### src/rtl/alu_pkg.sv
`default_nettype none
// +---------------------------------------------------------------------------+
// | alu_pkg : op codes, FSM state type and data width shared by the ALU blocks |
// | Revision: 1.0                                                             |
// +---------------------------------------------------------------------------+
package alu_pkg;

    localparam int ALU_W = 32;

    localparam logic [2:0] ALU_ADD_S = 3'b000;
    localparam logic [2:0] ALU_ADD_U = 3'b001;
    localparam logic [2:0] ALU_SUB_S = 3'b010;
    localparam logic [2:0] ALU_SUB_U = 3'b011;
    localparam logic [2:0] ALU_AND   = 3'b100;
    localparam logic [2:0] ALU_OR    = 3'b101;
    localparam logic [2:0] ALU_SRA   = 3'b110;
    localparam logic [2:0] ALU_SRL   = 3'b111;

    typedef enum logic [0:0] {
        IDLE = 1'b0,
        RESP = 1'b1
    } arb_state_t;

endpackage
`default_nettype wire

### src/rtl/alu.sv
`default_nettype none
// +---------------------------------------------------------------------------+
// | alu : combinational 32-bit add/sub/logic/shift unit                        |
// | Revision: 1.0                                                             |
// +---------------------------------------------------------------------------+
module alu
    import alu_pkg::*;
(
    input  logic [ALU_W-1:0] i_a,
    input  logic [ALU_W-1:0] i_b,
    input  logic [2:0]       i_sel,
    output logic [ALU_W-1:0] o_y
);

    // Shift amounts of 32 or more saturate to the fully shifted-out value.
    logic w_big_shift;
    assign w_big_shift = |i_b[ALU_W-1:5];

    always_comb begin
        o_y = '0;
        case (i_sel)
            ALU_ADD_S, ALU_ADD_U: o_y = i_a + i_b;
            ALU_SUB_S, ALU_SUB_U: o_y = i_a - i_b;
            ALU_AND:              o_y = i_a & i_b;
            ALU_OR:               o_y = i_a | i_b;
            ALU_SRA:              o_y = w_big_shift ? {ALU_W{i_a[ALU_W-1]}}
                                                    : ALU_W'($signed(i_a) >>> i_b[4:0]);
            ALU_SRL:              o_y = w_big_shift ? '0 : (i_a >> i_b[4:0]);
            default:              o_y = '0;
        endcase
    end

endmodule
`default_nettype wire

### src/rtl/alu_arbiter.sv
`default_nettype none
// +---------------------------------------------------------------------------+
// | alu_arbiter : two-requester arbiter time-sharing one alu instance          |
// | Option macro ALU_ARB_FIXED_PRIO_EN: requester 0 always wins (no prio reg)  |
// | Revision: 1.0                                                             |
// +---------------------------------------------------------------------------+
module alu_arbiter
    import alu_pkg::*;
(
    input  logic        clk,
    input  logic        rst,
    input  logic [1:0]  req_valid,
    output logic [1:0]  req_ready,
    input  logic [31:0] req_a0,
    input  logic [31:0] req_b0,
    input  logic [2:0]  req_sel0,
    input  logic [31:0] req_a1,
    input  logic [31:0] req_b1,
    input  logic [2:0]  req_sel1,
    output logic [1:0]  rsp_valid,
    input  logic [1:0]  rsp_ready,
    output logic [31:0] rsp_data
);

    arb_state_t       state_q, state_d;
    logic [ALU_W-1:0] res_q, res_d;
    logic             owner_q, owner_d;
`ifndef ALU_ARB_FIXED_PRIO_EN
    logic             prio_q, prio_d;
`endif

    logic             w_grant;
    logic             w_accept;
    logic [ALU_W-1:0] w_alu_a, w_alu_b, w_alu_y;
    logic [2:0]       w_alu_sel;

    always_comb begin
`ifdef ALU_ARB_FIXED_PRIO_EN
        w_grant = ~req_valid[0];
`else
        // A lone requester wins outright; prio only breaks a tie.
        w_grant = (req_valid == 2'b11) ? prio_q : req_valid[1];
`endif
        req_ready = 2'b00;
        if (state_q == IDLE && req_valid[w_grant]) begin
            req_ready[w_grant] = 1'b1;
        end
        w_accept  = |(req_valid & req_ready);
        w_alu_a   = w_grant ? req_a1   : req_a0;
        w_alu_b   = w_grant ? req_b1   : req_b0;
        w_alu_sel = w_grant ? req_sel1 : req_sel0;
    end

    alu u_alu (
        .i_a   (w_alu_a),
        .i_b   (w_alu_b),
        .i_sel (w_alu_sel),
        .o_y   (w_alu_y)
    );

    always_comb begin
        state_d = state_q;
        res_d   = res_q;
        owner_d = owner_q;
`ifndef ALU_ARB_FIXED_PRIO_EN
        prio_d  = prio_q;
`endif
        case (state_q)
            IDLE: begin
                if (w_accept) begin
                    state_d = RESP;
                    res_d   = w_alu_y;
                    owner_d = w_grant;
`ifndef ALU_ARB_FIXED_PRIO_EN
                    prio_d  = ~w_grant;
`endif
                end
            end
            RESP: begin
                if (rsp_ready[owner_q]) begin
                    state_d = IDLE;
                end
            end
            default: state_d = IDLE;
        endcase
    end

    always_ff @(posedge clk) begin
        if (rst) begin
            state_q <= IDLE;
            res_q   <= '0;
            owner_q <= 1'b0;
`ifndef ALU_ARB_FIXED_PRIO_EN
            prio_q  <= 1'b0;
`endif
        end else begin
            state_q <= state_d;
            res_q   <= res_d;
            owner_q <= owner_d;
`ifndef ALU_ARB_FIXED_PRIO_EN
            prio_q  <= prio_d;
`endif
        end
    end

    assign rsp_valid = (state_q == RESP) ? (owner_q ? 2'b10 : 2'b01) : 2'b00;
    assign rsp_data  = res_q;

endmodule
`default_nettype wire

### config.mk
export PLATFORM = sky130hd
export DESIGN_NAME = alu_arbiter
export DESIGN_NICKNAME = d
export VERILOG_FILES = /design/src/rtl/alu_pkg.sv /design/src/rtl/alu.sv /design/src/rtl/alu_arbiter.sv
export SDC_FILE = /design/constraint.sdc
export NUM_CORES = 1
export LEC_CHECK = 0
export CAP_MARGIN = 40
export CORE_MARGIN = 10
export CORE_UTILIZATION = 50
export DETAILED_ROUTE_END_ITERATION = 12
export PLACE_DENSITY = 0.82
export SYNTH_ARGS = -nofsm -noshare
export SYNTH_HDL_FRONTEND = slang
export SYNTH_SLANG_ARGS = --single-unit
### constraint.sdc
create_clock -name clk -period 7.1 [get_ports clk]
set_clock_uncertainty 0.05 [all_clocks]
set_input_delay 1.065 -clock clk [delete_from_list [all_inputs] [get_ports clk]]
set_output_delay 1.065 -clock clk [all_outputs]
set_load 0.01 [all_outputs]
==> summary.md, run 1 <==
| Metric | Value |
|---|---|
| Worst hold path class | `flip-flop to flip-flop` |
| Sequential Power Share | `around 14%` |
| Cell Area, Placed | `0.0105 mm2` |
| Syn Inst Count | `1234` |
| Nets | `1545` |
| Cell taking the most area after synthesis | `mux2i_1` |
| Clock power share | `about an eighth` |
| Fillers | `1573` |
| Most common cell after layout, fill and taps aside | `clkdlybuf4s50_1` |
| Clk sink count | `35` |
| Period utilisation layout | `84.4%` |
| Number of antenna diodes | `0` |
| Outcome | `finished clean` |
| Multi-input gate area in the final layout | `0.00743 mm2` |
| PnR worst setup slack | `1.11 ns` |
| Syn Area/Cell | `6.96 um2` |
| Design Power | `between 1500 and 2000 uW` |
| Routed Antenna Nets | `0` |
| Relative slew slack | `38.3%` |
| Yosys reg bits | `35` |
| Slew @ Worst Pin | `approximately 0.92 ns` |
| Design area | `0.0107 mm2` |
| Netlist cell types | `80` |
| Via Count | `between 10000 and 15000` |
| Syn-to-layout area delta | `24.4%` |
| Crit Path Max Fanout | `12` |
| Fin cells | `about 1600` |
| Net Sw Frac | `51.1%` |
| GPL Wtd Cong | `~1.1` |
| CTS resizes | `0` |
| Die height | `151 um` |
| Core area | `0.0167 mm2` |
| Clock buffer depth | `2` |
| Routed wl met3 | `5570 um` |
| Post-layout min period | `5.99 ns` |
| Number of global-route vias before repair | `10333` |
| Main flop type after synthesis | `dfxtp_1` |
| Initial DRC Count | `about 1600` |
| Placed insts | `1583` |
| Ys async rst share | `0%` |
| Clk_lat worst skew | `~0.28 ns` |
| Comb power frac | `74.3%` |
| TNS Setup | `0 ns` |
| Worst slack, placed | `0.906 ns` |
| TritonCTS clock tree | `built` |
| Req. time, crit path | `7.23 ns` |
| Root buf cell | `clkbuf_16` |
| Max Cap Violations | `0` |
| Post-CTS Setup Bufs | `0` |
| Mapped cell area | `0.00859 mm2` |
| Total grt overflow | `0` |
| GRT Overall Usage | `36.9%` |
| Largest net degree at the start of global routing | `65` |
| Met1 Wirelength | `16500 um` |
| Top sig layer | `met4` |
| Critical R2R Capture | `rsp_data[27]$_SDFFE_PP0P_` |
| P_int | `884 uW` |
| Initial Util | `between 50% and 60%` |
| Drt drc | `0` |
| Kind of critical path | `input pin to flip-flop` |
| Sequential area share after synthesis | `8.16%` |
| Buffers on Ports | `175` |
| Number of synthesized flops with an enable pin | `0` |
| First-pass GRT wire length | `approximately 65000 um` |
| F_max | `0.167 GHz` |
| Most frequent cells in the layout | `173 x clkdlybuf4s50_1, 138 x nand2_1, 134 x mux2i_1, 104 x a21oi_1, 101 x nor2_1` |
| Die ar. | `0.0228 mm2` |
| P_sw | `approximately 920 uW` |
| R2R Path Start | `prio_q$_SDFFE_PP0P_` |
| Die W | `151 um` |
| Peak supply drop | `0.140 mV` |
| Unrepaired setup endpoints after global routing | `no` |
| Layout cells sized above 1 | `8.02%` |
| Net count after synthesis | `1409` |
| Storage cell area | `701 um2` |
| Ys Warns | `0` |
| Vias per inst | `approximately 7.0` |
| Reg2reg setup slack | `2.00 ns` |
| Metal2 WL | `18800 um` |
| Htree depth | `2` |
| Cell Rows | `47` |
| Number of placed I/O pins | `176` |
| Antenna violations before repair | `2` |
| Area share of the largest cell type after synthesis | `15.8%` |
| CTS hold repair buffers | `0` |
| Total routed wirelength | `between 40000 and 50000 um` |
| Clk pin slew, worst setup/hold paths | `0.06 ns` |
| Setup crit end | `rsp_data[27]$_SDFFE_PP0P_` |
| CP Data Arrival Time | `around 6.1 ns` |
| Worst setup SP type | `input pin` |
| Top cells by area, synth | `mux2i_1 16%, dfxtp_1 8.2%, a21oi_1 6.1%, nand2_1 6.0%, o21ai_0 5.5%` |
| Cell Pwr Density | `169 mW/mm2` |
| Dpl hpwl | `35700 um` |
| Critical hold path startpoint | `rsp_data[2]$_SDFFE_PP0P_` |
| CP Capture Type | `flip-flop` |
| Cts bufs inserted | `5` |
| Leakage | `0.00432 uW` |
| Setup crit start | `req_valid[1]` |
| Drt wl/cell | `27.3 um` |
| Slew Viols, Final | `0` |
| Pre-antenna DRT Iters | `6` |
| FF-to-FF path depth | `21` |
| Final setup viols | `0` |
| Hold Fails Final Rpt | `0` |
cell families after synthesis:
kind of cell    Yosys count  synth area share, %
buf+inv                 109                 5.71
compound gates          399                 29.5
xor+xnor                 54                 5.51
fa+ha+maj                53                 7.28
mux                     176                 21.5
simple gates            408                 22.3
flops                    35                 8.16
synthesized netlist by cell type, drive strengths merged, types with 28 or more instances:
cell type,n
mux2,36
inv,28
clkbuf,33
nand3,39
mux2i,137
nor3,34
o21ai,113
buf,48
nand2,140
xnor2,34
nor2,104
a21oi,105
ha,34
dfxtp,35
area by class of cell:
| class | count | area share (%) |
|---|---|---|
| clock buffer | 7 | 1.24 |
| clock inverter | 1 | 0.0468 |
| inverter | 28 | 0.983 |
| multi-input combinational | 1090 | 69.6 |
| sequential | 35 | 6.56 |
| tap | 220 | 2.58 |
| timing repair buffer | 210 | 19.0 |
worst min path at each step:
stage                                 to  slack [ns]  depth (start not counted)
2_1_floorplan   rsp_data[1]$_SDFFE_PP0P_        0.42                          2
3_3_place_gp   rsp_data[22]$_SDFFE_PP0P_        0.39                          2
3_5_place_dp    rsp_data[2]$_SDFFE_PP0P_        0.39                          2
4_1_cts         rsp_data[2]$_SDFFE_PP0P_        0.40                          2
5_1_grt        rsp_data[20]$_SDFFE_PP0P_        0.42                          2
6_report        rsp_data[2]$_SDFFE_PP0P_        0.40                          2
metal layers:
| metal | vias up | track usage, % |
|---|---|---|
| met1 | 5126 | 46.8 |
| met2 | 925 | 57.2 |
| li1 | 4934 | - |
| met4 | 0 | 18.7 |
| met3 | 153 | 8.65 |
| met5 | - | 0 |
power groups by stage:
stage / Sequential (uW) / Combinational [uW] / Clock [uW]
2_1_floorplan: 263 / 782 / 0
3_3_place_gp: 253 / 1280 / 0
3_5_place_dp: 254 / 1280 / 0
4_1_cts: 250 / 1290 / 214
5_1_grt: 254 / 1420 / 219
6_report: 251 / 1340 / 214
worst max-delay path, stage by stage:
cell             delay, ns
clkdlybuf4s50_1       0.69
nand2_4               0.21
mux2i_1               0.39
ha_1                  0.30
nand3_1               0.14
nor4_1                0.26
buf_4                 0.20
nand3_1               0.09
nor2_1                0.22
nor2_1                0.08
xor2_1                0.15
ha_1                  0.44
nand4_1               0.24
nor4_1                0.55
nand3_1               0.14
a211oi_1              0.19
nor3_1                0.12
nor2_1                0.14
xor2_1                0.19
nor3_1                0.06
nor4_1                0.25
state kept, by name (all words and copies together), names as in the netlist:
signal	cells
owner_q	1
rsp_data	32
prio_q	1
state_q	1
stage by stage:
stage	hold WS (ns)	utilization, %
after floorplan	0.420	-
after global placement	0.388	62.9
after detailed placement	0.394	63.2
after CTS	0.402	64.0
after global routing	0.422	64.0
final	0.402	64.0
Note: power is estimated with default switching activity, not from simulation.
==> inputs of run 2 (changes only) <==
--- a/config.mk
+++ b/config.mk
@@ -7,9 +7,9 @@
 export LEC_CHECK = 0
 export CAP_MARGIN = 40
 export CORE_MARGIN = 10
-export CORE_UTILIZATION = 50
+export CORE_UTILIZATION = 49
 export DETAILED_ROUTE_END_ITERATION = 12
-export PLACE_DENSITY = 0.82
+export PLACE_DENSITY = 0.84
 export SYNTH_ARGS = -nofsm -noshare
 export SYNTH_HDL_FRONTEND = slang
 export SYNTH_SLANG_ARGS = --single-unit
==> constraint.sdc (replaced) <==
create_clock -name clk -period 5.38 [get_ports clk]
set_clock_uncertainty 0.05 [all_clocks]
set_input_delay 0.807 -clock clk [delete_from_list [all_inputs] [get_ports clk]]
set_output_delay 0.807 -clock clk [all_outputs]
set_load 0.01 [all_outputs]
==> summary.md, run 2 (same netlist as run 1, synthesis figures left out) <==
| Metric | Value |
|---|---|
| CP Capture Type | `flip-flop` |
| TritonCTS clock tree | `built` |
| Period utilisation layout | `between 90% and 100%` |
| Leakage | `0.00461 uW (+6.7%)` |
| Antenna violations before repair | `0 (-2)` |
| Pre-antenna DRT Iters | `5 (-1)` |
| Most frequent cells in the layout | `173 x clkdlybuf4s50_1, 138 x nand2_1, 134 x mux2i_1, 103 x a21oi_1, 101 x nor2_1` |
| Number of global-route vias before repair | `10822 (+4.7%)` |
| Cell Rows | `48 (+2.1%)` |
| Slew @ Worst Pin | `0.881 ns (-0.0348 ns)` |
| Peak supply drop | `0.195 mV (+40%)` |
| Htree depth | `2 (unchanged)` |
| Drt wl/cell | `26.9 um (-1.8%)` |
| Cts bufs inserted | `5 (unchanged)` |
| GRT Overall Usage | `35.7% (-1.1 points)` |
| Met3 Usage GRT | `8.44% (-0.21 points)` |
| Met1 Track Usage GR | `45.1% (-1.7 points)` |
| Relative slew slack | `40.7% (+2.3 points)` |
| GPL Wtd Cong | `1.11 (+2.6%)` |
| Outcome | `finished clean` |
| Worst setup SP type | `input pin` |
| Clk pin slew, worst setup/hold paths | `0.07 ns (about the same)` |
| Core area | `0.0172 mm2 (+3.2%)` |
| Syn-to-layout area delta | `30.0%` |
| Number of placed I/O pins | `176 (unchanged)` |
| Die height | `152 um (+0.88%)` |
| P_int | `1250 uW (+42%)` |
| Buffers on Ports | `175 (unchanged)` |
| Clock buffer depth | `2 (unchanged)` |
| F_max | `0.192 GHz` |
| Routed Antenna Nets | `0 (unchanged)` |
| Final core utilization | `64.8% (+0.81 points)` |
| Cell Pwr Density | `226 mW/mm2 (+34%)` |
| Nets | `1605 (+3.9%)` |
| Dpl hpwl | `37000 um (+3.4%)` |
| Most common cell after layout, fill and taps aside | `clkdlybuf4s50_1` |
| Sequential Power Share | `13.1% (-0.8 points)` |
| Die ar. | `0.0232 mm2 (+1.8%)` |
| Total grt overflow | `0 (unchanged)` |
| Crit Path Max Fanout | `10 (-2)` |
| Design Power | `2530 uW (+40%)` |
| Vias per inst | `6.86 (-2.0%)` |
| CP Data Arrival Time | `5.32 ns (-0.80 ns)` |
| Root buf cell | `clkbuf_16` |
| Slew Viols, Final | `0 (unchanged)` |
| Clock power share | `12.1% (+0.3 points)` |
| Clk_lat worst skew | `0.29 ns (about the same)` |
| Unrepaired setup endpoints after global routing | `yes` |
| Die W | `152 um (+0.88%)` |
| First-pass GRT wire length | `66500 um (+2.7%)` |
| Post-layout min period | `5.20 ns` |
| Via Count | `11358 (+2.0%)` |
| Comb power frac | `74.8% (+0.5 points)` |
| P_sw | `1270 uW (+38%)` |
| Req. time, crit path | `5.50 ns (-1.73 ns)` |
| Final setup viols | `0 (unchanged)` |
| Initial DRC Count | `1528 (-4.1%)` |
| Max reg flops | `32 (unchanged)` |
| Max Cap Violations | `0 (unchanged)` |
| Total routed wirelength | `44500 um (+2.2%)` |
| Drt drc | `0 (unchanged)` |
| Clk sink count | `35 (unchanged)` |
| Hold Fails Final Rpt | `0 (unchanged)` |
| Kind of critical path | `input pin to flip-flop` |
| Grt met2 use | `55.1% (-2.1 points)` |
| Initial Util | `49.8% (-1.6 points)` |
| Largest net degree at the start of global routing | `47 (-28%)` |
| Worst hold path class | `flip-flop to flip-flop` |
| Number of antenna diodes | `0 (unchanged)` |
| Layout cells sized above 1 | `12.3% (+4.3 points)` |
| Net Sw Frac | `50.4% (-0.65 points)` |
| Busiest grt layer | `met2` |
## run 2: metrics by stage
step / std cells / hold WS, ns / area, um2 / TNS, ns / setup WS [ns]
after floorplan: 1234 / 0.420 / 8590 / 0 / 0.0647
after global placement: 1647 / 0.390 / 11000 / -0.00814 / -0.00814
after detailed placement: 1648 / 0.397 / 11000 / -0.0419 / -0.0419
after CTS: 1656 / 0.406 / 11100 / 0 / 0.248
after global routing: 1656 / 0.443 / 11200 / -0.00362 / -0.00362
final: 1656 / 0.405 / 11200 / 0 / 0.178
## run 2: critical path, stage by stage
cell             delay, ns
clkdlybuf4s50_1       0.44
nor2b_1               0.14
buf_4                 0.17
nor2_4                0.28
mux2_2                0.39
nor2_1                0.10
buf_4                 0.18
nor2_1                0.07
xnor2_1               0.12
ha_1                  0.33
nor2b_1               0.16
o31a_1                0.27
o211ai_1              0.35
a211oi_1              0.14
buf_4                 0.17
a31oi_1               0.30
buf_4                 0.19
xnor2_1               0.12
o221a_1               0.30
a211o_1               0.27
## run 2: power by group through the flow
stage	Combinational (uW)	Clock (uW)	Sequential (uW)
2_1_floorplan	1030	0	347
3_3_place_gp	1800	0	335
3_5_place_dp	1810	0	336
4_1_cts	1820	300	330
5_1_grt	2000	310	335
6_report	1890	305	331
## run 2: routing by layer
metal  vias to the layer above  wire (um)  part of all wire, %
li1                       5051          -                    -
met1                      5264      17200                   39
met2                       872      19000                   43
met3                       171       5430                   12
met4                         0       2830                  6.4
met5                         -          0                    0
## run 2: path summary, 6_finish.rpt
kind | from | end | slack, ns | depth (start not counted)
worst min-delay path | rsp_data[2]$_SDFFE_PP0P_ | rsp_data[2]$_SDFFE_PP0P_ | 0.41 | 2
worst max register to register | prio_q$_SDFFE_PP0P_ | rsp_data[18]$_SDFFE_PP0P_ | 0.77 | 17
worst max-delay path | req_valid[0] | rsp_data[18]$_SDFFE_PP0P_ | 0.18 | 20
worst min register to register | rsp_data[2]$_SDFFE_PP0P_ | rsp_data[2]$_SDFFE_PP0P_ | 0.41 | 2
## run 2: area by class of cell
cell class	count	area, um2
Clock buffer	5	125
Clock inverter	3	23.8
Fill cell	1546	6070
Inverter	28	105
Multi-Input combinational cell	1090	7460
Sequential cell	35	701
Tap cell	225	282
Timing Repair Buffer	270	2480
## run 2: repair_timing
| action | 4_1_cts | 5_1_grt |
|---|---|---|
| endpoints found under the setup margin | 0 | 6 |
| gates resized for setup | 0 | 5 |
| hold buffers | 0 | 0 |
| buffers inserted | 0 | 0 |
